===== config.mk =====
export PLATFORM = sky130hd
export DESIGN_NAME = rv_bus_uart
export DESIGN_NICKNAME = d
export VERILOG_FILES = /design/src/rtl/rv_bus_uart.sv
export SDC_FILE = /design/constraint.sdc
export NUM_CORES = 1
export LEC_CHECK = 0
export ABC_AREA = 1
export CORE_ASPECT_RATIO = 1.25
export CORE_UTILIZATION = 40
export DETAILED_ROUTE_END_ITERATION = 10
export GPL_ROUTABILITY_DRIVEN = 1
export PLACE_DENSITY = 0.71
export RECOVER_POWER = 50
export SKIP_CTS_REPAIR_TIMING = 1
export SYNTH_ARGS = -nofsm -noshare
export SYNTH_HDL_FRONTEND = slang
export SYNTH_SLANG_ARGS = --single-unit

===== constraint.sdc =====
create_clock -name clk -period 4.8 [get_ports clk]
set_input_delay 0.72 -clock clk [delete_from_list [all_inputs] [get_ports clk]]
set_output_delay 0.72 -clock clk [all_outputs]
set_load 0.005 [all_outputs]

===== src/rtl/rv_bus_uart.sv =====
// Memory-mapped UART for the RISC-V Lite IO region: TX FIFO, one-byte RX holding
// register, sticky error flags and a programmable baud divisor behind a registered read port.
module rv_bus_uart #(
    parameter int          BUS_ADDR_DATA_LEN  = 13,
    parameter int          DATA_ADDR          = 'h20,
    parameter int          STATUS_ADDR        = 'h24,
    parameter int          BAUD_ADDR          = 'h28,
    parameter int          TX_FIFO_DEPTH_LOG2 = 3,
    parameter logic [15:0] BAUD_RESET         = 16'd494
) (
    input  logic                         clk,
    input  logic                         rst,
    input  logic [BUS_ADDR_DATA_LEN-1:0] addr_dat,
    input  logic                         wr_dat,
    input  logic                         rd_dat,
    input  logic [31:0]                  bus_dat_in,
    output logic [31:0]                  bus_dat_out,
    input  logic                         uart_rx,
    output logic                         uart_tx,
    output logic                         irq
);
    localparam int AW    = BUS_ADDR_DATA_LEN;
    localparam int L     = TX_FIFO_DEPTH_LOG2;
    localparam int PW    = TX_FIFO_DEPTH_LOG2 + 1;
    localparam int DEPTH = 1 << TX_FIFO_DEPTH_LOG2;
    localparam logic [AW-1:0] DATA_OFS   = AW'(DATA_ADDR);
    localparam logic [AW-1:0] STATUS_OFS = AW'(STATUS_ADDR);
    localparam logic [AW-1:0] BAUD_OFS   = AW'(BAUD_ADDR);
    localparam logic [PW-1:0] FULL_CNT   = PW'(DEPTH);

    typedef enum logic [1:0] {TX_IDLE, TX_START, TX_DATA, TX_STOP} tx_state_t;
    typedef enum logic [1:0] {RX_IDLE, RX_START, RX_DATA, RX_STOP} rx_state_t;

    logic sel_data, sel_status, sel_baud;
    assign sel_data   = (addr_dat[AW-1:2] == DATA_OFS[AW-1:2]);
    assign sel_status = (addr_dat[AW-1:2] == STATUS_OFS[AW-1:2]);
    assign sel_baud   = (addr_dat[AW-1:2] == BAUD_OFS[AW-1:2]);

    logic unused_bits;
    assign unused_bits = ^{bus_dat_in[31:16], addr_dat[1:0]};

    logic [15:0] divisor;
    logic        status_wr;
    assign status_wr = wr_dat & sel_status;

    // TX FIFO: extra pointer bit distinguishes full from empty
    logic [7:0]    fifo_mem [DEPTH];
    logic [PW-1:0] wr_ptr, rd_ptr, fifo_fill;
    logic          fifo_empty, fifo_full, push_ok;
    assign fifo_fill  = wr_ptr - rd_ptr;
    assign fifo_empty = (wr_ptr == rd_ptr);
    assign fifo_full  = (fifo_fill == FULL_CNT);

    tx_state_t   tx_state, tx_state_nxt;
    logic [15:0] tx_timer;
    logic [2:0]  tx_idx;
    logic [7:0]  tx_shift;
    logic        tx_tick, tx_pop, tx_busy;
    assign tx_tick = (tx_timer == divisor);
    assign tx_busy = (tx_state != TX_IDLE);
    assign push_ok = wr_dat & sel_data & (~fifo_full | tx_pop);

    always_comb begin
        tx_state_nxt = tx_state;
        tx_pop       = 1'b0;
        unique case (tx_state)
            TX_IDLE:  if (!fifo_empty) begin
                          tx_pop       = 1'b1;
                          tx_state_nxt = TX_START;
                      end
            TX_START: if (tx_tick) tx_state_nxt = TX_DATA;
            TX_DATA:  if (tx_tick && tx_idx == 3'd7) tx_state_nxt = TX_STOP;
            TX_STOP:  if (tx_tick) begin
                          if (!fifo_empty) begin
                              tx_pop       = 1'b1;
                              tx_state_nxt = TX_START;
                          end else begin
                              tx_state_nxt = TX_IDLE;
                          end
                      end
            default:  tx_state_nxt = TX_IDLE;
        endcase
    end

    always_ff @(posedge clk or posedge rst) begin
        if (rst) begin
            tx_state <= TX_IDLE;
            tx_timer <= '0;
            tx_idx   <= '0;
            wr_ptr   <= '0;
            rd_ptr   <= '0;
        end else begin
            tx_state <= tx_state_nxt;
            tx_timer <= (tx_state == TX_IDLE || tx_tick) ? 16'd0 : tx_timer + 16'd1;
            if (tx_state == TX_DATA && tx_tick) tx_idx <= tx_idx + 3'd1;
            if (push_ok) wr_ptr <= wr_ptr + PW'(1);
            if (tx_pop)  rd_ptr <= rd_ptr + PW'(1);
        end
    end

    always_ff @(posedge clk) begin
        if (push_ok) fifo_mem[wr_ptr[L-1:0]] <= bus_dat_in[7:0];
        if (tx_pop)
            tx_shift <= fifo_mem[rd_ptr[L-1:0]];
        else if (tx_state == TX_DATA && tx_tick)
            tx_shift <= {1'b0, tx_shift[7:1]};
    end

    assign uart_tx = (tx_state == TX_START) ? 1'b0 :
                     (tx_state == TX_DATA)  ? tx_shift[0] : 1'b1;

    // RX: two-flop synchronizer plus one more flop for falling-edge detection
    logic        rx_s1, rx_s2, rx_prev, rx_fall;
    rx_state_t   rx_state, rx_state_nxt;
    logic [15:0] rx_timer, rx_half_m1;
    logic [2:0]  rx_idx;
    logic [7:0]  rx_shift, rx_byte;
    logic        rx_tick, rx_shift_en, rx_done, rx_load;
    logic        rx_valid, rx_overrun, frame_err;
    assign rx_fall    = rx_prev & ~rx_s2;
    assign rx_half_m1 = (divisor - 16'd1) >> 1;
    assign rx_tick    = (rx_state == RX_START) ? (rx_timer == rx_half_m1) : (rx_timer == divisor);
    assign rx_load    = rx_done & rx_s2 & ~rx_valid;

    always_comb begin
        rx_state_nxt = rx_state;
        rx_shift_en  = 1'b0;
        rx_done      = 1'b0;
        unique case (rx_state)
            RX_IDLE:  if (rx_fall) rx_state_nxt = RX_START;
            RX_START: if (rx_tick) rx_state_nxt = rx_s2 ? RX_IDLE : RX_DATA;
            RX_DATA:  if (rx_tick) begin
                          rx_shift_en = 1'b1;
                          if (rx_idx == 3'd7) rx_state_nxt = RX_STOP;
                      end
            RX_STOP:  if (rx_tick) begin
                          rx_done      = 1'b1;
                          rx_state_nxt = RX_IDLE;
                      end
            default:  rx_state_nxt = RX_IDLE;
        endcase
    end

    always_ff @(posedge clk or posedge rst) begin
        if (rst) begin
            rx_s1      <= 1'b1;
            rx_s2      <= 1'b1;
            rx_prev    <= 1'b1;
            rx_state   <= RX_IDLE;
            rx_timer   <= '0;
            rx_idx     <= '0;
            rx_valid   <= 1'b0;
            rx_overrun <= 1'b0;
            frame_err  <= 1'b0;
            divisor    <= BAUD_RESET;
        end else begin
            rx_s1    <= uart_rx;
            rx_s2    <= rx_s1;
            rx_prev  <= rx_s2;
            rx_state <= rx_state_nxt;
            rx_timer <= (rx_state == RX_IDLE || rx_tick) ? 16'd0 : rx_timer + 16'd1;
            if (rx_shift_en) rx_idx <= rx_idx + 3'd1;
            // A byte arriving in the same cycle as a software clear keeps the flag set
            if (rx_load)                          rx_valid   <= 1'b1;
            else if (status_wr && bus_dat_in[2])  rx_valid   <= 1'b0;
            if (rx_done && rx_s2 && rx_valid)     rx_overrun <= 1'b1;
            else if (status_wr && bus_dat_in[3])  rx_overrun <= 1'b0;
            if (rx_done && !rx_s2)                frame_err  <= 1'b1;
            else if (status_wr && bus_dat_in[5])  frame_err  <= 1'b0;
            if (wr_dat && sel_baud)
                divisor <= (bus_dat_in[15:0] == 16'd0) ? 16'd1 : bus_dat_in[15:0];
        end
    end

    always_ff @(posedge clk) begin
        if (rx_shift_en) rx_shift <= {rx_s2, rx_shift[7:1]};
        if (rx_load)     rx_byte  <= rx_shift;
    end

    assign irq = rx_valid | (fifo_empty & ~tx_busy);

    logic [31:0] rd_word, rd_data_p1;
    always_comb begin
        rd_word = '0;
        if (sel_data)
            rd_word = {23'b0, rx_valid, rx_byte};
        else if (sel_status)
            rd_word = {26'b0, frame_err, tx_busy, rx_overrun, rx_valid, fifo_empty, fifo_full};
        else if (sel_baud)
            rd_word = {16'b0, divisor};
    end

    // Read stage: one-cycle registered latency, zero when not selected
    always_ff @(posedge clk or posedge rst) begin
        if (rst) rd_data_p1 <= '0;
        else     rd_data_p1 <= rd_dat ? rd_word : 32'd0;
    end

    assign bus_dat_out = rd_data_p1;
endmodule

==> results.yml <==
min_path:
  hp-start: "rx_s1"
  min_to: "rx_s2"
  worst_hold_path.num_cells: 0
  hold_class: "register to register"
worst_setup_path:
  crit_path_cell_trace: "inv_1, ha_1, nand2_1, nor3_1, nand2_1, nand2_1, clkdlybuf4s50_1"
  critPathLaunchType: "register"
  path_max_fanout: 19
  r2r_slack_ns: 1.32
  cp_slowest_cell: "dfrtp_1"
  rr_worst_depth: 11
  critPathCaptureType: "primary output"
  critPathMaxStageDelay_ns: 0.68
  regToRegStartpoint: "rd_ptr[1]"
  path_common_cell: "nand2_1"
  regToRegEndpoint: "fifo_mem[4][4]"
  critPathKind: "register to primary output"
  worstPathArrival_ns: 3.18
  cp.required_ns: 4.08
timing:
  tns_ns: 0
  fmax_mhz: 257
  period_minus_slack_ns: 3.90
  relSlewSlack: -0.511
  skew_ns: 0.0161
  post-route-period-util: 0.812
  rsz0062_at_grt: "no"
  hold_viol: 0
  setup_violations: 0
  tightestPinTransition_ns: 2.25
  slew_viol_final: 51
drt:
  via_count: 6115
  viasPerCell: 4.94
  wl_per_cell_um: 14.7
  drc: 0
  drtPass1Iterations: 5
  drt_iter0_drc: 456
  ant_nets: 0
  wl_mm: 18.2
pwr:
  total_power_mw: 4.21
  pwr_density_cell_nw_per_um2: 423
  p_leak_nw: 4.12
  peakVddDrop_uv: 283
final_layout:
  syn_to_final_growth_pct: 15.0
  n_antenna_cell: 0
  final_util: 0.473
  nets: 1016
  drive_gt1_frac: 0.0966
grt:
  use_met1: 0.210
  grt_antenna_before_repair: 0
  track_usage: 0.178
  grt_pass1_vias: 6154
  grt_pass1_wl_mm: 30.8
  grt_start_max_net_pins: 51
  met2_usage: 0.312
  grt_remaining_overflow: 0
  busiest_layer: "met2"
  grt.met3_usage: 0.0338
logic_synthesis:
  synth-seq-area-share: 0.561
  ys_types: 52
  async_flop_share: 0.500
  synthCells: 901
  synth_xor_area_frac: 0.0324
  synth-seq-cells: 176
  synthMuxAreaShare: 0.00954
  synth_compound_area_frac: 0.0698
  synth_area_um2: 8660
  synth_flop_cell: "edfxtp_1"
  yosysWarnings: 0
  yosysTopAreaCell: "edfxtp_1"
  synth_top_area_frac: 0.305
  synth-simple-area-share: 0.238
  synth-edff-count: 88
  synth_fa_ha_area_frac: 0.0231
  syn_avg_cell_area_um2: 9.61
  synth_top_family_by_area: "simple AND/OR/NAND/NOR gates"
  synth_area_leaders: "edfxtp_1, dfrtp_1, nand2_1"
floorplanning:
  start_util: 0.412
  die_area_um2: 22200
  core_area_um2: 21000
  io_pins: 84
  num_rows: 59
  die_h_um: 167
  die_w_um: 134
clocking:
  clock_sinks: 176
  clkTransAtPathRegs_ns: 0.08
  clk_path_buf_depth: 2
  insertion_delay_ns: 0.44
  cts_tree: "done"
  cts_root_buf: "clkbuf_16"
  cts_made_buffers: 17
  htreeDepth: 4
status:
  status: "finished, violations left"
  violations: "max-capacitance violations, max-slew violations"
job:
  maxCapViolCount: 1
place:
  hpwl_mm: 13.2
  portBuffers: 49
  gp_congestion: 0.839
==> power breakdown <==
group | total, mW | switching [mW] | internal [mW]
clock network | 1.42 | 0.698 | 0.719
registers | 1.78 | 0.103 | 1.68
logic | 1.01 | 0.652 | 0.359
total | 4.21 | 1.45 | 2.76
==> logic make-up after synthesis <==
family / Yosys count
simple gates: 436
flops: 176
buf+inv: 126
compound gates: 106
xor+xnor: 32
fa+ha+maj: 16
mux: 8
other cells: 1
==> worst max-delay path by stage <==
stage,startpoint,endpoint,slack (ns),cells past startpoint
detailed placement,addr_dat[11],fifo_mem[1][2],1.24,10
finish,rd_ptr[1],irq,0.90,7
floorplan,rst,asynchronous set/reset pin,1.82,1
global placement,addr_dat[11],fifo_mem[2][2],1.30,10
global route,rd_ptr[1],irq,0.70,7
CTS,rd_ptr[1],irq,0.88,7
==> synthesized netlist by cell type, drive strengths merged (2+ instances only) <==
cell type,count
a21oi,31
a22o,8
a31oi,2
and3,3
buf,28
clkbuf,12
clkinv,4
dfrtp,78
dfstp,10
edfxtp,88
ha,16
inv,82
mux2,2
mux2i,6
nand2,212
nand3,63
nand3b,3
nand4,8
nor2,96
nor3,28
nor3b,12
nor4,8
o21ai,50
o221ai,6
o22ai,4
or2,2
xnor2,14
xor2,18
==> flip-flops by register name (all words and copies together), names as in the netlist, 2 cells and up, named ones only <==
| name | flops |
|---|---|
| bus_dat_out | 16 |
| rx_byte | 8 |
| tx_shift | 8 |
| tx_state | 2 |
| rx_idx | 3 |
| rd_ptr | 4 |
| tx_timer | 16 |
| tx_idx | 3 |
| wr_ptr | 4 |
| fifo_mem | 64 |
| rx_timer | 16 |
| rx_shift | 8 |
| divisor | 16 |
==> per-layer routing <==
layer | wire length [um] | share of wire
met5 | 0 | 0
met4 | 539 | 0.030
met3 | 546 | 0.030
met2 | 9440 | 0.52
met1 | 7660 | 0.42
==> critical path: cells and delay by family (launching register included) <==
kind	cells	cell delay [ns]
buffers and inverters	2	0.72
AND/OR/NAND/NOR	4	0.97
adder cells (fa/ha/maj)	1	0.34
flip-flops	1	0.68
==> final cells by class <==
type	instances	area, um2
fillers	1968	11100
flip-flops and latches	176	4860
multi-input cells	614	3280
repair buffers	55	526
clock buffers	17	425
well taps	274	343
inverters	86	325
clock inverters	15	204
==> layout by cell type (no fill, tap or decap), types with 23 or more instances in the layout <==
cell | synthesis | layout
nand3_1 | 60 | 60
dfrtp_1 | 78 | 78
nand2_1 | 202 | 203
edfxtp_1 | 88 | 88
inv_1 | 75 | 74
nor2_1 | 82 | 82
nor3_1 | 23 | 23
dlygate4sd3_1 | 0 | 25
a21oi_1 | 31 | 31
o21ai_0 | 45 | 45
clkdlybuf4s50_1 | 0 | 24
==> per-stage QoR <==
stage | instance area, um2 | instances | worst slack, ns | hold WS (ns)
after detailed placement | 9350 | 1205 | 1.24 | 0.347
final | 9960 | 1237 | 0.905 | 0.364
after global placement | 9350 | 1205 | 1.30 | 0.346
after floorplan | 8720 | 916 | 1.82 | 0.345
after CTS | 9980 | 1237 | 0.878 | 0.359
after global routing | 9960 | 1237 | 0.698 | 0.373
(Power assumes the default switching activity.)
